`src/rtl/if_stage_buf.sv`:
```
// Fetch front end: drives a one-cycle-latency instruction ROM and queues (pc, inst)
// pairs in a small FIFO that decode drains through a valid/ready handshake.
module if_stage_buf #(
  parameter int                 ADDR_W   = 32,
  parameter int                 INST_W   = 32,
  parameter int                 DEPTH    = 4,
  parameter logic [ADDR_W-1:0]  RESET_PC = '0,
  parameter logic [ADDR_W-1:0]  PC_STEP  = ADDR_W'(4)
) (
  input  logic              clk,
  input  logic              rst,
  output logic [ADDR_W-1:0] rom_addr_o,
  output logic              rom_ce_o,
  input  logic [INST_W-1:0] rom_data_i,
  input  logic              branch_flag_i,
  input  logic [ADDR_W-1:0] branch_target_i,
  output logic              id_valid_o,
  input  logic              id_ready_i,
  output logic [ADDR_W-1:0] id_pc_o,
  output logic [INST_W-1:0] id_inst_o
);

  localparam int PTR_W   = $clog2(DEPTH);
  localparam int CNT_W   = PTR_W + 1;
  localparam int ENTRY_W = ADDR_W + INST_W;

  logic [ADDR_W-1:0]  pc_q;
  logic [ADDR_W-1:0]  issue_pc_q;
  logic               inflight_q;
  logic               drop_q;
  logic [CNT_W-1:0]   occ_q;
  logic [PTR_W-1:0]   rd_ptr_q;
  logic [PTR_W-1:0]   wr_ptr_q;
  logic [ENTRY_W-1:0] mem [DEPTH];

  logic               pop;
  logic               push;
  logic               issue;
  logic [CNT_W:0]     demand;
  logic [ENTRY_W-1:0] head;

  assign id_valid_o = (occ_q != '0);
  assign pop        = id_valid_o & id_ready_i;

  // Slots already spoken for after this cycle; a fetch is only issued when its
  // response is guaranteed a free slot, so a returning word is never dropped.
  assign demand = {1'b0, occ_q} + (CNT_W+1)'(inflight_q) - (CNT_W+1)'(pop);
  assign issue  = !rst && !branch_flag_i && (demand < (CNT_W+1)'(DEPTH));

  // A response landing in the redirect cycle belongs to the old path.
  assign push = inflight_q & !drop_q & !branch_flag_i;

  assign rom_ce_o   = issue;
  assign rom_addr_o = pc_q;

  assign head      = mem[rd_ptr_q];
  assign id_pc_o   = id_valid_o ? head[ENTRY_W-1:INST_W] : '0;
  assign id_inst_o = id_valid_o ? head[INST_W-1:0]       : '0;

  always_ff @(posedge clk or posedge rst) begin
    if (rst) begin
      pc_q       <= RESET_PC;
      issue_pc_q <= RESET_PC;
      inflight_q <= 1'b0;
      drop_q     <= 1'b0;
      occ_q      <= '0;
      rd_ptr_q   <= '0;
      wr_ptr_q   <= '0;
    end else begin
      inflight_q <= issue;
      if (issue) begin
        pc_q       <= pc_q + PC_STEP;
        issue_pc_q <= pc_q;
      end
      if (branch_flag_i) begin
        // The head popped this cycle is the delay slot; everything behind it goes.
        pc_q     <= branch_target_i;
        drop_q   <= 1'b0;
        occ_q    <= '0;
        rd_ptr_q <= wr_ptr_q;
      end else begin
        if (push) wr_ptr_q <= wr_ptr_q + PTR_W'(1);
        if (pop)  rd_ptr_q <= rd_ptr_q + PTR_W'(1);
        case ({push, pop})
          2'b10:   occ_q <= occ_q + CNT_W'(1);
          2'b01:   occ_q <= occ_q - CNT_W'(1);
          default: occ_q <= occ_q;
        endcase
      end
    end
  end

  // Storage needs no reset: entries are only visible while occupancy covers them.
  always_ff @(posedge clk) begin
    if (push) mem[wr_ptr_q] <= {issue_pc_q, rom_data_i};
  end

endmodule

```
`config.mk`:
```
export PLATFORM = sky130hd
export DESIGN_NAME = if_stage_buf
export DESIGN_NICKNAME = d
export VERILOG_FILES = /design/src/rtl/if_stage_buf.sv
export SDC_FILE = /design/constraint.sdc
export NUM_CORES = 1
export LEC_CHECK = 0
export CAP_MARGIN = 25
export CORE_UTILIZATION = 55
export DETAILED_ROUTE_END_ITERATION = 10
export GPL_ROUTABILITY_DRIVEN = 0
export GPL_TIMING_DRIVEN = 1
export PLACE_DENSITY_LB_ADDON = 0.05
export RECOVER_POWER = 50
export SYNTH_ARGS = -nofsm -noshare
export SYNTH_HDL_FRONTEND = slang
export SYNTH_SLANG_ARGS = --single-unit
```
`constraint.sdc`:
```
create_clock -name clk -period 6.8 [get_ports clk]
set_input_delay 1.36 -clock clk [delete_from_list [all_inputs] [get_ports clk]]
set_output_delay 1.36 -clock clk [all_outputs]
set_load 0.01 [all_outputs]
```
Word level (Yosys, flattened, before mapping)
Memories as Yosys holds them, arrays and structs flattened.
Cells that the tools add are included.
{"block": "totals", "output_inout_bits": 98, "wordCells": 39, "memories": 1, "register_bits": 72, "input_bits": 68, "ram_bits": 256}
{"name": "mem", "words": 4, "width": 64, "rd": 1, "rd_ports_with_merged_regs": 0, "write_ports": 1, "line_no": "34", "rtl": "logic [ENTRY_W-1:0] mem [DEPTH];"}
{"block": "classes", "bitwise_logic": 3, "reduce_logical": 9, "order_cmp": 1, "eq_ne": 2, "muxes": 10, "addsub": 7}
{"op": "two-way mux 32 bit", "count": 4}
{"op": "adder 32 x 3 -> 32 bit (second input constant)", "count": 1}
{"op": "case mux 3 bit (2 select lines)", "count": 1}
{"op": "nonzero test 3 bit", "count": 2}
{"op": "adder 2 x 1 -> 2 bit (second input constant)", "count": 2}
{"op": "adder 3 x 1 -> 4 bit", "count": 1}
{"op": "less-than comparator 4 x 3 -> 1 bit (second input constant)", "count": 1}
{"op": "two-way mux 2 bit", "count": 2}
{"op": "nonzero test 2 bit", "count": 2}
{"op": "subtractor 4 x 1 -> 4 bit", "count": 1}
{"op": "adder 3 x 1 -> 3 bit (second input constant)", "count": 1}
{"op": "two-way mux 3 bit", "count": 1}
{"op": "subtractor 3 x 1 -> 3 bit (second input constant)", "count": 1}
{"op": "bitwise AND 1 bit", "count": 2}
{"op": "equality test 2 x 1 -> 1 bit (second input constant)", "count": 1}
{"op": "equality test 2 bit (second input constant)", "count": 1}
{"op": "logical AND 1 bit", "count": 2}
{"op": "zero test 1 bit", "count": 2}
{"op": "two-way mux 1 bit", "count": 2}
{"op": "AND reduction 2 bit", "count": 1}
{"op": "inverter 1 bit", "count": 1}

Depth between registers and ports, before layout
{"block": "depth", "depth_word": 7, "ltp_mapped": 12, "mapped_depth_nobuf": 10}

Least setup slack after synthesis
No wires, ideal clock.
{"block": "synth_timing", "kind": "input to output", "from": "input port rst", "to": "output port rom_ce_o", "setup_slack_ns": 1.055, "t_required_ns": 5.440, "n_path_buf": 3, "arrival_time_ns": 4.385, "cell_stages": 6, "cell_sequence": "buf_2 clkinv_1 o211ai_1 buf_2 buf_2 inv_1"}
{"block": "synth_via", "elab_chain_cells": 3}
{"element": "from (decl)", "line_no": "11", "rtl": "input logic rst,"}
{"element": "zero test 1 bit (no line)"}
{"element": "logical AND 1 bit (2 in a row)", "line_no": "48", "rtl": "assign issue = !rst && !branch_flag_i && (demand < (CNT_W+1)'(DEPTH));"}
{"element": "to (decl)", "line_no": "13", "rtl": "output logic rom_ce_o,"}
Every way passes these cells.

Worst setup path after layout
{"block": "layout_timing", "from": "input port id_ready_i", "to": "output port rom_ce_o"}
{"block": "layout_via", "elab_chain_cells": 4}
{"element": "from (decl)", "line_no": "18", "rtl": "input logic id_ready_i,"}
{"element": "bitwise AND 1 bit", "line_no": "43", "rtl": "assign pop = id_valid_o & id_ready_i;"}
{"element": "subtractor 4 x 1 -> 4 bit", "line_no": "47", "rtl": "assign demand = {1'b0, occ_q} + (CNT_W+1)'(inflight_q) - (CNT_W+1)'(pop);"}
{"element": "less-than comparator 4 x 3 -> 1 bit", "line_no": "48"}
{"element": "logical AND 1 bit", "line_no": "48"}
Every way passes these cells.

==> results.md <==
* Drc violations at 0
* Top cell type's share of synthesized area at between 50% and 60%
* Sw frac at between 20 and 30%
* Syn. warnings at 0
* Die Footprint at ~25000 um^2
* CTS Buf Count at 34
* Post-detail-place hpwl at about 17000 um
* Tightest Pin Transition at 2.015 ns
* # IOs at ~170
* Post-route cell area at about 17000 um^2
* Clk_skew at roughly 0.013 ns
* Cell Area, Synth at 13320 um^2
* H-tree depth at 2
* Clock power share at around a quarter
* Leak at ~5.6 nW
* Core Area at ~24000 um^2
* Routed length per instance at about 22 um
* Worst-path fanout max at 14
* Port Buffers at 165
* CP startpoint kind: input pin
* Pin count of the biggest net entering global routing at 81
* Arrival @ worst endpoint at approximately 4.2 ns
* Seq pwr share at between 40% and 50%
* FFs w/ async S/R, synth at 21.95%
* Worst EP required at 5.44 ns
* Final Max Slew Viols at 100
* Max Fclk at roughly 0.18 GHz
* Area delta synth->final at 23.85%
* Synth area leaders: edfxtp_1 (58%), dfrtp_1 (14%), mux4_2 (11%)
* Initial cell density of the core at roughly 56%
* CP peak stage delay at around 0.56 ns
* # setup viols final at 0
* Peak supply drop at 0.2459 mV
* Worst Hold End: mem[2][56]
* DIE WIDTH at ~160 um
* Post-synth EDFFs at 256
* Post-CTS resize count at 0
* Status: complete, but fails checks
* Avg Cell Area, Syn at 17.69 um^2
* Hold path depth at 0
* Syn Nets at between 800 and 900
* DRT Pass-1 Iters at 5
* WL met3 at 1491 um
* Initial antenna violation count at 0
* P_sw at 1.924 mW
* Synth area leader: edfxtp_1
* Minimum clock period at 5.596 ns
* Total gr overflow at 0
* Fin. Hold Viols at 0
* Gr usage total at between 20% and 30%
* Nets at roughly 1000
* Number of fill cells at 1599
* FF-to-FF End: rom_addr_o[7]
* Clock Latency Late Sink at 0.51 ns
* Post-CTS setup buffers at 0
* CP endpoint kind: output port
* R2R cell count at 10
* Area after DPL at between 15000 and 20000 um^2
* Vias post-DR at 7410
* Slew HR at -34.34%
* Die Span Y at roughly 160 um
* RSZ-0062 raised after global routing: false
* Met2 Wirelength at 14360 um
* Setup TNS at 0 ns
* Max clock buf depth at 3
* Root buf cell: clkbuf_16
* CTS tree: built
* Final ANT Viol Nets at 0
* Clk pin slew, worst setup/hold paths at about 0.060 ns
* Share of layout cells above drive strength 1 at approximately 18%
* Hold-fix buffers at CTS at 0
* Pwr/cell area at 400.5 nW/um^2
* Layout Utilization at a little over two thirds
* Wire length on met1 at 11510 um
* Int Pwr at roughly 4.7 mW
* Maximum Capacitance Violations at 3
* Reg2reg setup slack at 2.99 ns
* Worst hold path type: reg -> reg
* Final wirelength at around 28000 um
* Hold_sp: issue_pc_q[24]
* Cells after Synth at 753
* Post-synthesis sequential area ratio at between 70% and 80%
* First-pass GRT wire length at roughly 43000 um
* Synth Flop Type: edfxtp_1
* CP max-delay cell: clkdlybuf4s50_1
* Crit-path most repeated cell: inv_1
* DR top layer: met4
* Critical path cell sequence: clkdlybuf4s50_1, o31ai_1, inv_1, ha_1, inv_1, ha_1, and3b_4, o21a_1, o211ai_1, inv_1, clkdlybuf4s50_1
* N_diodes at 0
* Leading cell type in the layout, fill and taps excluded: edfxtp_1
* Via/cell ratio at slightly below 6
* Failing checks: max-capacitance violations, max-slew violations
* Most frequent cells in the layout: edfxtp_1 (256), clkdlybuf4s50_1 (131), dfrtp_1 (70), and2_1 (65), mux4_2 (64)
* Rows at 56
* Yosys reg bits at 328
* Period utilization at roughly 82%
* 1st-iter DRT viols at roughly 390
* Vias in the first global route at slightly below 8000
* Reg2reg start: occ_q[1]
* Total Power at around 6.6 mW
* CTS Sinks at 328
* Combinational Power Share at between 30% and 40%
* Crit path kind: in -> out
* Netlist cell types at 50
## flip-flops by register name, summed over array words and instances (netlist names)
name and cells:
inflight_q 1, mem 256, occ_q 3, rd_ptr_q 2
issue_pc_q 32, rom_addr_o 32, wr_ptr_q 2
## cell type report
type                            count  area (um^2)  area share [%]
Clock buffer                       49        957.2           5.800
Clock inverter                     13        110.1          0.6672
Inverter                           14        53.80          0.3260
Multi-Input combinational cell    373         3636           22.03
Sequential cell                   328         9497           57.55
Tap cell                          319        399.1           2.419
Timing Repair Buffer              177         1849           11.21
## power by group through the flow
stage          logic [mW]  clock network [mW]  registers [mW]
6_report             1.98                1.76            2.87
3_5_place_dp         2.01                   0            2.91
5_1_grt              2.15                1.87            2.91
3_3_place_gp         1.88                   0            2.94
4_1_cts              2.02                1.79            2.88
2_1_floorplan        1.27                   0            2.73
## worst max-delay path by stage
| stage | from | endpoint | slack (ns) | depth (start not counted) |
|---|---|---|---|---|
| detailed placement | id_ready_i | rom_ce_o | 1.28 | 11 |
| CTS | id_ready_i | rom_ce_o | 1.25 | 11 |
| floorplan | rst | rom_ce_o | 1.06 | 6 |
| global route | id_ready_i | rom_ce_o | 1.04 | 11 |
| finish | id_ready_i | rom_ce_o | 1.20 | 11 |
| global placement | id_ready_i | rom_ce_o | 1.37 | 11 |
## routing by layer
metal,vias up,global-route usage (%)
met5,-,0
met4,0,7.027
met3,41,3.230
met2,230,40.42
met1,3844,31.01
li1,3295,-
## cell usage after synthesis (all sizes together), types with 2 or more instances
cell and instances:
and3 3, or4 9, nor2 18, mux2i 4, ha 8, nand4 6, nand3 12, o2111ai 9
a31oi 5, or2 4, o211ai 7, edfxtp 256, o31ai 5, buf 14, nor3b 3, mux2 36
a21oi 4, a211oi 2, nor2b 6, nor4 3, o311ai 3, nor3 4, inv 13, a22oi 3
nand2 32, clkbuf 24, o21ai 24, and2 69, mux4 64, xnor2 12, dfrtp 72, xor2 9
## kinds of logic (layout without fill, tap and decap cells)
| kind of cell | after synthesis | in the layout | synth area share [%] |
|---|---|---|---|
| AOI/OAI and AO/OA | 65 | 65 | 3.324 |
| xor gates and xnor gates | 21 | 21 | 1.380 |
| adders and majority gates | 9 | 9 | 0.9015 |
| buffers and inverters | 52 | 253 | 1.549 |
| DFF | 328 | 328 | 71.22 |
| muxes | 104 | 104 | 14.16 |
| and+or+nand+nor | 174 | 174 | 7.466 |
## per-stage QoR
step | std cells | hold slack, ns | setup WS (ns)
2_1_floorplan | 753 | 0.4709 | 1.055
3_3_place_gp | 1205 | 0.4830 | 1.373
3_5_place_dp | 1209 | 0.4949 | 1.279
4_1_cts | 1271 | 0.5048 | 1.248
5_1_grt | 1273 | 0.5194 | 1.042
6_report | 1273 | 0.5032 | 1.204
## critical path: cells and delay by family
kind / cells / cell delay (ns)
simple gates: 1 / 0.23
compound gates: 3 / 0.83
buf+inv: 5 / 1.37
fa+ha+maj: 2 / 0.43
No activity file was read; power rests on OpenSTA's default activity.
